File: src/rtl/clkseq_pkg.sv
// Shared types and constants for the clock-lock sequencer.
package clkseq_pkg;

  localparam int CLKSEQ_LOSS_W = 8;

  typedef enum logic [2:0] {
    ST_RESET     = 3'd0,
    ST_WAIT_LOCK = 3'd1,
    ST_STABLE    = 3'd2,
    ST_READY     = 3'd3,
    ST_FAIL      = 3'd4
  } clkseq_state_t;

  function automatic int unsigned clkseq_max3(input int unsigned a,
                                              input int unsigned b,
                                              input int unsigned c);
    int unsigned m;
    m = (a > b) ? a : b;
    return (m > c) ? m : c;
  endfunction

endpackage

File: src/rtl/clkseq_sync.sv
// Two-flop synchronizer for the asynchronous PLL lock indication, resets to 0.
module clkseq_sync (
  input  logic clk,
  input  logic rst,
  input  logic d,
  output logic q
);

  (* ASYNC_REG = "TRUE" *) logic meta_r;
  (* ASYNC_REG = "TRUE" *) logic sync_r;

  // Metastability settling chain
  always_ff @(posedge clk) begin
    if (rst) begin
      meta_r <= 1'b0;
      sync_r <= 1'b0;
    end else begin
      meta_r <= d;
      sync_r <= meta_r;
    end
  end

  assign q = sync_r;

endmodule

File: src/rtl/clock_lock_sequencer.sv
// PLL reset / lock qualification sequencer in the aclk domain.
// Optional feature macro: CLKSEQ_LOSS_COUNT_EN (lock-loss counter; tied to 0 when undefined).
module clock_lock_sequencer
  import clkseq_pkg::*;
#(
  parameter int unsigned RST_CYCLES    = 16,
  parameter int unsigned LOCK_TIMEOUT  = 65536,
  parameter int unsigned STABLE_CYCLES = 1024,
  parameter int unsigned MAX_RETRIES   = 7
) (
  input  logic                     aclk_i,
  input  logic                     rst_i,
  input  logic                     locked_i,
  input  logic                     restart_i,
  output logic                     pll_rst_o,
  output logic                     ready_o,
  output logic                     fail_o,
  output logic [2:0]               state_o,
  output logic [CLKSEQ_LOSS_W-1:0] loss_count_o
);

  localparam int unsigned CNT_MAX = clkseq_max3(RST_CYCLES, LOCK_TIMEOUT, STABLE_CYCLES);
  localparam int          CNT_W   = (CNT_MAX > 1) ? $clog2(CNT_MAX) : 1;

  localparam logic [CNT_W-1:0] RST_LAST    = CNT_W'(RST_CYCLES - 1);
  localparam logic [CNT_W-1:0] LOCK_LAST   = CNT_W'(LOCK_TIMEOUT - 1);
  localparam logic [CNT_W-1:0] STABLE_LAST = CNT_W'(STABLE_CYCLES - 1);
  localparam logic [7:0]       RETRY_LAST  = 8'(MAX_RETRIES - 1);

  clkseq_state_t    state_r, state_nxt_s;
  logic [CNT_W-1:0] cnt_r;
  logic [7:0]       retry_cnt_r;
  logic             locked_s;
  logic             enter_s;
  logic             retry_inc_s;
  logic             retry_clr_s;

  clkseq_sync u_sync (
    .clk (aclk_i),
    .rst (rst_i),
    .d   (locked_i),
    .q   (locked_s)
  );

  // Next-state decode; enter_s marks any state entry so the shared counter restarts
  always_comb begin
    state_nxt_s = state_r;
    enter_s     = 1'b0;
    retry_inc_s = 1'b0;
    retry_clr_s = 1'b0;
    if (restart_i) begin
      state_nxt_s = ST_RESET;
      enter_s     = 1'b1;
      retry_clr_s = 1'b1;
    end else begin
      case (state_r)
        ST_RESET: begin
          if (cnt_r == RST_LAST) begin
            state_nxt_s = ST_WAIT_LOCK;
            enter_s     = 1'b1;
          end else begin
            state_nxt_s = ST_RESET;
          end
        end
        ST_WAIT_LOCK: begin
          if (locked_s) begin
            state_nxt_s = ST_STABLE;
            enter_s     = 1'b1;
          end else if (cnt_r == LOCK_LAST) begin
            enter_s = 1'b1;
            if (retry_cnt_r == RETRY_LAST) begin
              state_nxt_s = ST_FAIL;
            end else begin
              state_nxt_s = ST_RESET;
              retry_inc_s = 1'b1;
            end
          end else begin
            state_nxt_s = ST_WAIT_LOCK;
          end
        end
        ST_STABLE: begin
          // Chatter during qualification is neither a retry nor a loss
          if (!locked_s) begin
            state_nxt_s = ST_RESET;
            enter_s     = 1'b1;
          end else if (cnt_r == STABLE_LAST) begin
            state_nxt_s = ST_READY;
            enter_s     = 1'b1;
            retry_clr_s = 1'b1;
          end else begin
            state_nxt_s = ST_STABLE;
          end
        end
        ST_READY: begin
          if (!locked_s) begin
            state_nxt_s = ST_RESET;
            enter_s     = 1'b1;
          end else begin
            state_nxt_s = ST_READY;
          end
        end
        ST_FAIL: begin
          state_nxt_s = ST_FAIL;
        end
        default: begin
          state_nxt_s = ST_RESET;
          enter_s     = 1'b1;
        end
      endcase
    end
  end

  // State, shared counter and retry counter registers
  always_ff @(posedge aclk_i) begin
    if (rst_i) begin
      state_r     <= ST_RESET;
      cnt_r       <= {CNT_W{1'b0}};
      retry_cnt_r <= 8'd0;
    end else begin
      state_r <= state_nxt_s;
      if (enter_s) begin
        cnt_r <= {CNT_W{1'b0}};
      end else begin
        cnt_r <= cnt_r + CNT_W'(1);
      end
      if (retry_clr_s) begin
        retry_cnt_r <= 8'd0;
      end else if (retry_inc_s) begin
        retry_cnt_r <= retry_cnt_r + 8'd1;
      end else begin
        retry_cnt_r <= retry_cnt_r;
      end
    end
  end

`ifdef CLKSEQ_LOSS_COUNT_EN
  logic [CLKSEQ_LOSS_W-1:0] loss_count_r;
  logic                     loss_inc_s;

  assign loss_inc_s = (state_r == ST_READY) && !locked_s && !restart_i;

  // Saturating count of lock losses seen while READY
  always_ff @(posedge aclk_i) begin
    if (rst_i) begin
      loss_count_r <= {CLKSEQ_LOSS_W{1'b0}};
    end else if (loss_inc_s && (loss_count_r != {CLKSEQ_LOSS_W{1'b1}})) begin
      loss_count_r <= loss_count_r + CLKSEQ_LOSS_W'(1);
    end else begin
      loss_count_r <= loss_count_r;
    end
  end

  assign loss_count_o = loss_count_r;
`else
  assign loss_count_o = {CLKSEQ_LOSS_W{1'b0}};
`endif

  // Outputs decode only the state register, so they are glitch-free
  assign pll_rst_o = (state_r == ST_RESET) || (state_r == ST_FAIL);
  assign ready_o   = (state_r == ST_READY);
  assign fail_o    = (state_r == ST_FAIL);
  assign state_o   = state_r;

endmodule

File: config.mk
export PLATFORM = sky130hd
export DESIGN_NAME = clock_lock_sequencer
export DESIGN_NICKNAME = d
export VERILOG_FILES = /design/src/rtl/clkseq_pkg.sv /design/src/rtl/clkseq_sync.sv /design/src/rtl/clock_lock_sequencer.sv
export SDC_FILE = /design/constraint.sdc
export NUM_CORES = 1
export LEC_CHECK = 0
export BUFFER_PORTS_ARGS = -buffer_cell sky130_fd_sc_hd__buf_2
export CORE_UTILIZATION = 56
export DETAILED_ROUTE_END_ITERATION = 7
export GPL_TIMING_DRIVEN = 0
export PLACE_DENSITY = 0.77
export SYNTH_ARGS = -nofsm -noshare
export SYNTH_HDL_FRONTEND = slang
export SYNTH_SLANG_ARGS = --single-unit
File: constraint.sdc
create_clock -name aclk_i -period 3.4 [get_ports aclk_i]
set_clock_uncertainty 0.1 [all_clocks]
set_input_delay 0.68 -clock aclk_i [delete_from_list [all_inputs] [get_ports aclk_i]]
set_output_delay 0.68 -clock aclk_i [all_outputs]
set_load 0.005 [all_outputs]
### Word-level counts from Yosys, hierarchy flattened

Cells that the tools add are included.

| word-level totals | value |
|---|---|
| word-level logic and storage cells | 44 |
| memories | 0 |
| memory bits (read-only) | 0 |
| memory bits (writable) | 0 |
| latch bits | 0 |
| register bits after elaboration | 29 |
| output and inout port bits | 14 |

| cells by class | value |
|---|---|
| add/sub/neg operators | 2 |
| order comparisons | 0 |
| divide/modulo/power cells | 0 |
| $mul | 0 |
| bitwise logic cells | 0 |
| shifts and indexed selects | 0 |
| eq/ne operators | 8 |
| reductions and logical operators | 5 |
| muxes and demuxes | 24 |

Operator list:

| kind | count |
|---|---|
| 1-bit two-way mux | 17 |
| 16-bit by 1-bit adder with 16-bit output, second input constant | 1 |
| 16-bit by 10-bit == test with 1-bit output, second input constant | 1 |
| 16-bit == test, second input constant | 1 |
| 16-bit by 4-bit == test with 1-bit output, second input constant | 1 |
| 3-bit one-hot mux with 5 select lines | 1 |
| 3-bit two-way mux | 3 |
| 8-bit by 1-bit adder with 8-bit output, second input constant | 1 |
| 8-bit by 3-bit == test with 1-bit output, second input constant | 1 |
| 3-bit by 2-bit == test with 1-bit output, second input constant | 2 |
| 2-bit OR reduction | 3 |
| 1-bit one-hot mux with 5 select lines | 1 |
| 2-bit two-way mux | 2 |
| 3-bit by 1-bit == test with 1-bit output, second input constant | 1 |
| 3-bit == test, second input constant | 1 |
| 3-bit logical NOT | 1 |
| 1-bit logical OR | 1 |

### Depth between registers and ports, before layout

Gate-level depths: netlist of the first run.

| depth | value |
|---|---|
| depth in word-level cells | 6 |
| mapped depth | 8 |

### Hierarchy

From an unflattened synthesis of the first run, not the netlist that was laid out.

| second synthesis, totals | value |
|---|---|
| cells, all modules | 171 |
| area, all modules | 1456.4 µm² |

Modules (own cells, without submodules):

| module | times used | cells an instance | area each (µm²) |
|---|---|---|---|
| clock_lock_sequencer | 1 | 167 | 1403.8 |
| clkseq_sync | 1 | 4 | 52.6 |

### Least setup slack after synthesis of the first run

OpenSTA, ideal clock, no wires.

| path | value |
|---|---|
| kind | flip-flop to flip-flop |
| start point | reg cnt_r[0] |
| end point | reg retry_cnt_r[3] |
| data arrival time | 2.417 ns |
| data required time | 3.229 ns |
| stages on the path, launching flop included | 9 |
| path buffers | 2 |
| setup slack | 0.812 ns |
| setup time | 0.071 ns |
| cell sequence | dfxtp_1 > ha_1 > nand3_4 > or4_1 > clkbuf_2 > or4_1 > buf_2 > or3_1 > a21oi_1 |

| on the way | value |
|---|---|
| word-level cells in the longest chain between the ends | 6 |
| elaborated cells on any way between the ends | 11 |

Ends and longest elaborated chain:

| what | line | text |
|---|---|---|
| from (decl) | clock_lock_sequencer.sv:31 | `logic [CNT_W-1:0] cnt_r;` |
| from (signal assigned) | clock_lock_sequencer.sv:117 | `cnt_r <= {CNT_W{1'b0}};` |
| from (signal assigned) | clock_lock_sequencer.sv:122 | `cnt_r <= {CNT_W{1'b0}};` |
| from (signal assigned) | clock_lock_sequencer.sv:124 | `cnt_r <= cnt_r + CNT_W'(1);` |
| 16-bit by 10-bit == test with 1-bit output | clock_lock_sequencer.sv:86 | `end else if (cnt_r == STABLE_LAST) begin` |
| 1-bit two-way mux | clock_lock_sequencer.sv:86 |  |
| 1-bit two-way mux | clock_lock_sequencer.sv:83 | `if (!locked_s) begin` |
| 1-bit two-way mux | clock_lock_sequencer.sv:56 | `case (state_r)` |
| 1-bit two-way mux | clock_lock_sequencer.sv:51 | `if (restart_i) begin` |
| 2-bit OR reduction (no source line) | n/a |  |
| to (signal assigned) | clock_lock_sequencer.sv:129 | `retry_cnt_r <= retry_cnt_r + 8'd1;` |
| to (signal assigned) | clock_lock_sequencer.sv:131 | `retry_cnt_r <= retry_cnt_r;` |
| to (decl) | clock_lock_sequencer.sv:32 | `logic [7:0] retry_cnt_r;` |

Several ways; a longest one is shown, not always the timed one.
A chain may end at the register's enable or synchronous reset.

### Worst setup path in the final report of the first run

| path | value |
|---|---|
| start point | reg cnt_r[0] |
| end point | reg retry_cnt_r[4] |

Same word-level chain as after synthesis.

==> reports/qor.yml, run 1 <==
yosys:
  yosys-top-cells-area: "dfxtp_1 40%, nor2_1 7.9%, xnor2_1 6.6%"
  synth_top_area_cell: "dfxtp_1"
  synth_simple_gate_area_share_pct: 35.0
  synth_common_cells: "31 x nor2_1, 29 x dfxtp_1, 11 x nand2_1, 11 x xnor2_1"
  syn-mean-instance-area_um2: 8.53
  synth-main-ff-cell: "dfxtp_1"
  synth-xor-area-share_pct: 11.3
  netlist_instances: 172
  synth_compound_gate_area_share_pct: 3.75
  syn-cell-area_mm2: 0.00147
  synth-seq-cells: 29
  ys_seq_area_share_pct: 39.6
  synth_top_family_by_area: "simple AND/OR/NAND/NOR gates"
  synth-edff-count: 0
  synth.most_common_cell: "nor2_1"
  synthArstFlopShare_pct: 0
  synth.distinct_cells: 38
  synthAdderAreaFrac_pct: 2.56
  yosys_warnings: 0
  muxShareOfSynthArea_pct: 0.683
  synth_top_cell_area_share_pct: 39.6
floorplanning:
  die_h_um: 53.2
  rows: 18
  start_util_pct: 59.2
  dieArea_mm2: 0.00283
  core-area_mm2: 0.00248
  die_x_um: 53.2
  io_pins: 18
clocking:
  clk_pin_slew_ns: 0.08
  post-cts-setup-buffers: 0
  cts_hold_buf: 0
  clockBufferDepth: 2
  post_cts_resized: 0
  cts_sinks: 29
  cts-root-buf: "clkbuf_4"
  clk_latency_ns: 0.33
  cts_max_level: 2
  cts_tree: "yes"
  cts_buffers: 5
sta:
  rsz0062_at_grt: "no"
  max_freq_mhz: 356
  hold_viol_final: 0
  tns_ns: 0
  report.final.slew_viol_count: 0
  setup_viol: 0
  post-route-period-util_pct: 82.6
  period_needed_ns: 2.81
final_layout:
  fin_area_mm2: 0.00162
  nNetsFinal: 202
  final_layout_size_suffix_gt1_share_pct: 14.8
  fin_util_pct: 65.6
  area_growth_pct: 10.8
  antenna_cells: 0
worst_setup_path:
  crit_family: "simple AND/OR/NAND/NOR gates"
  r2r_start: "cnt_r[0]"
  r2r_end: "retry_cnt_r[4]"
  path_class: "flop to flop"
  worst-path-buf-inv: 2
  end_kind: "flop"
  reg2reg_depth: 8
  worstPathCellList: "ha_1 -> nand3_4 -> or4_1 -> clkbuf_2 -> or4_1 -> buf_2 -> or3_1 -> a21oi_1"
  path_max_fanout: 6
  crit_path_top_delay_cell: "or4_1"
  worst_path_largest_cell_delay_ns: 0.53
  cpMostUsedCell: "or4_1"
  worstPathRequired_ns: 3.56
  cp.arrival_ns: 2.97
  cp-start-kind: "flop"
  r2r_setup_slack_ns: 0.59
global_route:
  track_usage_pct: 21.7
  grt_max_degree: 11
  grt_pass1_vias: 1034
  antenna_found_initial: 0
  globalRouteOverflowTotal: 0
  grt_pass1_wl_mm: 4.30
power_and_ir_drop:
  switching_share_pct: 22.3
  power_density_mw_per_mm2: 344
  intPower_uw: 434
  ir_drop_mv: 0.278
  leakage_uw: 0.000617
  comb_power_share_pct: 3.8
  switchingPower_uw: 124
  power_frac_clock_pct: 34.7
  seq_power_share_pct: 61.5
hold_path:
  hold_path_startpoint: "u_sync.meta_r"
  hold_path_end: "u_sync.q"
  hold_path_class: "flop to flop"
  hold-path-cell-count: 1
drt:
  wirelength_mm: 2.59
  wl_met1_mm: 1.29
  drt_iter0_drc: 27
  postRouteAntennaNets: 0
  first_pass_iters: 4
  met3_length_um: 186
  vias: 1190
  wl_per_cell_um: 11.5
  highest_layer: "met4"
  wl_met2_mm: 1.07
  drc_errors: 0
  vias_per_cell: 5.27
placement:
  place_area_mm2: 0.00158
  io_buffer_count: 9
  place_hpwl_mm: 1.91
  gp_congestion: 0.767
run:
  cap_violations: 0
run_status:
  status: "finished, final reports clean"
## per-layer routing
| metal | global-route usage, % | vias to the layer above |
|---|---|---|
| li1 | - | 625 |
| met4 | 8.33 | 0 |
| met5 | 0 | - |
| met1 | 26.0 | 524 |
| met3 | 9.48 | 7 |
| met2 | 33.8 | 34 |
## kinds of logic (layout without fill, tap and decap cells)
family | Yosys count | in the layout
AOI/OAI and AO/OA | 10 | 10
buffers and inverters | 18 | 35
DFF | 29 | 29
and+or+nand+nor | 91 | 91
xor gates and xnor gates | 19 | 19
muxes | 1 | 1
adders and majority gates | 3 | 3
other | 1 | 8
## cell usage in the layout (no fill, tap or decap), types with 2 or more instances in the layout
master    count
nor2_1       31
xnor2_1      11
nand2_1      11
and3_1        3
and4_1        2
nor2b_1       3
or4_1         5
nor3_1        4
buf_2        10
conb_1        8
nand4_1       8
or3_1         2
dfxtp_1      29
nand2b_1      2
buf_4         8
o21ai_0       3
or4b_1        2
inv_1         6
nand3_1       5
a21oi_1       4
ha_1          3
xor2_1        8
nor4_1        4
clkbuf_1      5
clkbuf_4      5
## stage by stage
step | setup slack (ns) | power [uW] | instances | hold WS (ns)
after floorplan | 0.812 | 367 | 179 | 0.314
after global routing | 0.459 | 588 | 226 | 0.371
final | 0.592 | 558 | 226 | 0.363
after CTS | 0.595 | 567 | 226 | 0.364
after detailed placement | 0.629 | 372 | 218 | 0.334
after global placement | 0.689 | 372 | 218 | 0.333
## worst max-delay path by stage
stage                     startpoint              to  slack (ns)  depth (start not counted)
after floorplan             cnt_r[0]  retry_cnt_r[3]        0.81                          8
after global placement      cnt_r[0]  retry_cnt_r[3]        0.69                          8
after detailed placement    cnt_r[0]  retry_cnt_r[3]        0.63                          8
after CTS                   cnt_r[0]  retry_cnt_r[3]        0.59                          8
after global routing        cnt_r[0]  retry_cnt_r[4]        0.46                          8
final                       cnt_r[0]  retry_cnt_r[4]        0.59                          8
## flip-flops by register name (all words and copies together), names as in the netlist
| signal | flops |
|---|---|
| cnt_r | 16 |
| retry_cnt_r | 8 |
| state_o | 3 |
| u_sync.meta_r | 1 |
| u_sync.q | 1 |
## area by class of cell
cell class | instances | area [um2]
fillers | 237 | 853
multi-input cells | 132 | 812
flip-flops and latches | 29 | 581
plain buffers | 12 | 77.6
clock buffers | 8 | 48.8
repair buffers | 9 | 45.0
well taps | 30 | 37.5
inverters | 6 | 22.5
## power by group through the flow
stage	combinational (uW)	clock [uW]	sequential (uW)
floorplan	16.5	0	351
global placement	20.8	0	351
detailed placement	21.1	0	351
finish	21.3	193	343
global route	25.0	220	344
CTS	21.2	203	343
Note: power is estimated with default switching activity, not from simulation.
==> inputs of run 2 (changes only) <==
==> constraint.sdc (replaced) <==
create_clock -name aclk_i -period 2.9 [get_ports aclk_i]
set_clock_uncertainty 0.1 [all_clocks]
set_input_delay 0.58 -clock aclk_i [delete_from_list [all_inputs] [get_ports aclk_i]]
set_output_delay 0.58 -clock aclk_i [all_outputs]
set_load 0.005 [all_outputs]
==> run 2 against run 1 <==
Worst hold slack lost 0.030 ns. Power grew 17%. Via count grew 0.25%. Critical path depth is the same. Global-route usage is the same. Critical endpoint unchanged. Die area is the same. Non-clock buffer count is the same. Design area grew 0.23%. Largest cell class unchanged. Final cell count is the same. Sequential cell count is the same.
==> reports/qor.yml, run 2 (synthesized netlist as in run 1, its figures left out) <==
worst_setup_path:
  path_max_fanout: 6
  path_class: "flop to flop"
  r2r_end: "retry_cnt_r[4]"
  crit_family: "simple AND/OR/NAND/NOR gates"
  worstPathCellList: "ha_2 -> nand3_4 -> or4_1 -> clkbuf_2 -> or4_1 -> buf_2 -> or3_1 -> a21oi_1"
  end_kind: "flop"
  worst-path-buf-inv: 2
  worstPathRequired_ns: 3.06
  cp-start-kind: "flop"
  cpMostUsedCell: "or4_1"
  worst_path_largest_cell_delay_ns: 0.53
  reg2reg_depth: 8
  crit_path_top_delay_cell: "or4_1"
  r2r_start: "cnt_r[1]"
  cp.arrival_ns: 2.95
  r2r_setup_slack_ns: 0.11
global_route:
  grt_pass1_wl_mm: 4.30
  antenna_found_initial: 0
  met3_usage_pct: 9.48
  grt-busiest-layer: "met2"
  grt_pass1_vias: 1034
  track_usage_pct: 21.7
  grt_max_degree: 11
  use_met2_pct: 33.8
  globalRouteOverflowTotal: 0
  gr-usage-met1_pct: 26.0
sta:
  setup_viol: 0
  tns_ns: 0
  period_needed_ns: 2.79
  post-route-period-util_pct: 96.1
  hold_viol_final: 0
  report.final.slew_viol_count: 0
  rsz0062_at_grt: "no"
  max_freq_mhz: 359
final_layout:
  area_growth_pct: 11.0
  fillers: 236
  final_cell_mix: "31 x nor2_1, 28 x dfxtp_1, 11 x nand2_1, 11 x xnor2_1, 10 x buf_2"
  final_common_cell: "nor2_1"
  nNetsFinal: 202
  top_register: "cnt_r"
  register_area_um2: 582
  multiInputGateArea_um2: 815
  largest_reg_flops: 16
  final_cells: 226
  final_layout_size_suffix_gt1_share_pct: 15.8
  antenna_cells: 0
placement:
  gp_congestion: 0.767
  io_buffer_count: 9
  post-place-cells: 218
  place_hpwl_mm: 1.91
floorplanning:
  rows: 18
  core-area_mm2: 0.00248
  die_h_um: 53.2
  io_pins: 18
  die_x_um: 53.2
  dieArea_mm2: 0.00283
  start_util_pct: 59.2
clocking:
  cts_sinks: 29
  cts-root-buf: "clkbuf_4"
  cts_max_level: 2
  cts_hold_buf: 0
  cts_buffers: 5
  clk_pin_slew_ns: 0.08
  clockBufferDepth: 2
  cts_tree: "yes"
  clk_latency_ns: 0.33
drt:
  wirelength_mm: 2.66
  wl_per_cell_um: 11.8
  first_pass_iters: 4
  drt_iter0_drc: 28
  postRouteAntennaNets: 0
  vias_per_cell: 5.28
  drc_errors: 0
  vias: 1193
run:
  cap_violations: 0
hold_path:
  hold-path-cell-count: 2
  hold_path_class: "input pin to flop"
  hold_path_startpoint: "rst_i"
  hold_path_end: "u_sync.q"
power_and_ir_drop:
  leakage_uw: 0.000614
  power_density_mw_per_mm2: 403
  ir_drop_mv: 0.328
run_status:
  status: "finished, final reports clean"
==> run 2: cell types whose count changed in the layout (fill, tap and decap cells not counted) <==
| cell | before | now |
|---|---|---|
| dfxtp_1 | 29 | 28 |
| dfxtp_2 | 0 | 1 |
| ha_1 | 3 | 2 |
| ha_2 | 0 | 1 |
==> run 2: through the flow <==
stage          hold WS (ns)  cell area (um2)  setup slack, ns  util [%]  power [uW]
2_1_floorplan         0.314             1490            0.312         -         431
3_3_place_gp          0.333             1580            0.189      63.6         436
3_5_place_dp          0.334             1580            0.129      63.6         436
4_1_cts               0.323             1620           0.0948      65.6         665
5_1_grt               0.313             1630           0.0201      65.7         690
6_report              0.333             1630            0.114      65.7         655
==> run 2: timing repair <==
item,in CTS,in global routing
resized for setup,0,2
setup endpoints to repair,0,2
buffers inserted,0,0
==> run 2: metal layers <==
| metal | up-vias | wire (um) |
|---|---|---|
| met5 | - | 0 |
| met4 | 0 | 42 |
| met3 | 7 | 171 |
| met2 | 31 | 1130 |
| met1 | 531 | 1310 |
| li1 | 624 | - |
==> run 2: final cells by class <==
cell class | count | share of cell area, %
Sequential cell | 29 | 35.7
Timing Repair Buffer | 9 | 2.77
Clock buffer | 8 | 3.00
Multi-Input combinational cell | 132 | 50.0
Inverter | 6 | 1.38
Tap cell | 30 | 2.31
Buffer | 12 | 4.77
==> run 2: worst max-delay path by stage <==
stage          startpoint        endpoint  slack, ns  depth (start not counted)
3_5_place_dp     cnt_r[0]  retry_cnt_r[3]       0.13                          8
3_3_place_gp     cnt_r[0]  retry_cnt_r[3]       0.19                          8
5_1_grt          cnt_r[1]  retry_cnt_r[4]       0.02                          8
2_1_floorplan    cnt_r[0]  retry_cnt_r[3]       0.31                          8
4_1_cts          cnt_r[0]  retry_cnt_r[3]       0.09                          8
6_report         cnt_r[1]  retry_cnt_r[4]       0.11                          8
==> run 2: where the power goes <==
group | switching [uW] | total, uW | leakage (uW) | internal [uW]
combinational | 13.3 | 25.1 | 0.000353 | 11.8
clock | 131 | 227 | 0.0000265 | 96.3
sequential | 2.40 | 403 | 0.000235 | 401
total | 147 | 655 | 0.000614 | 509
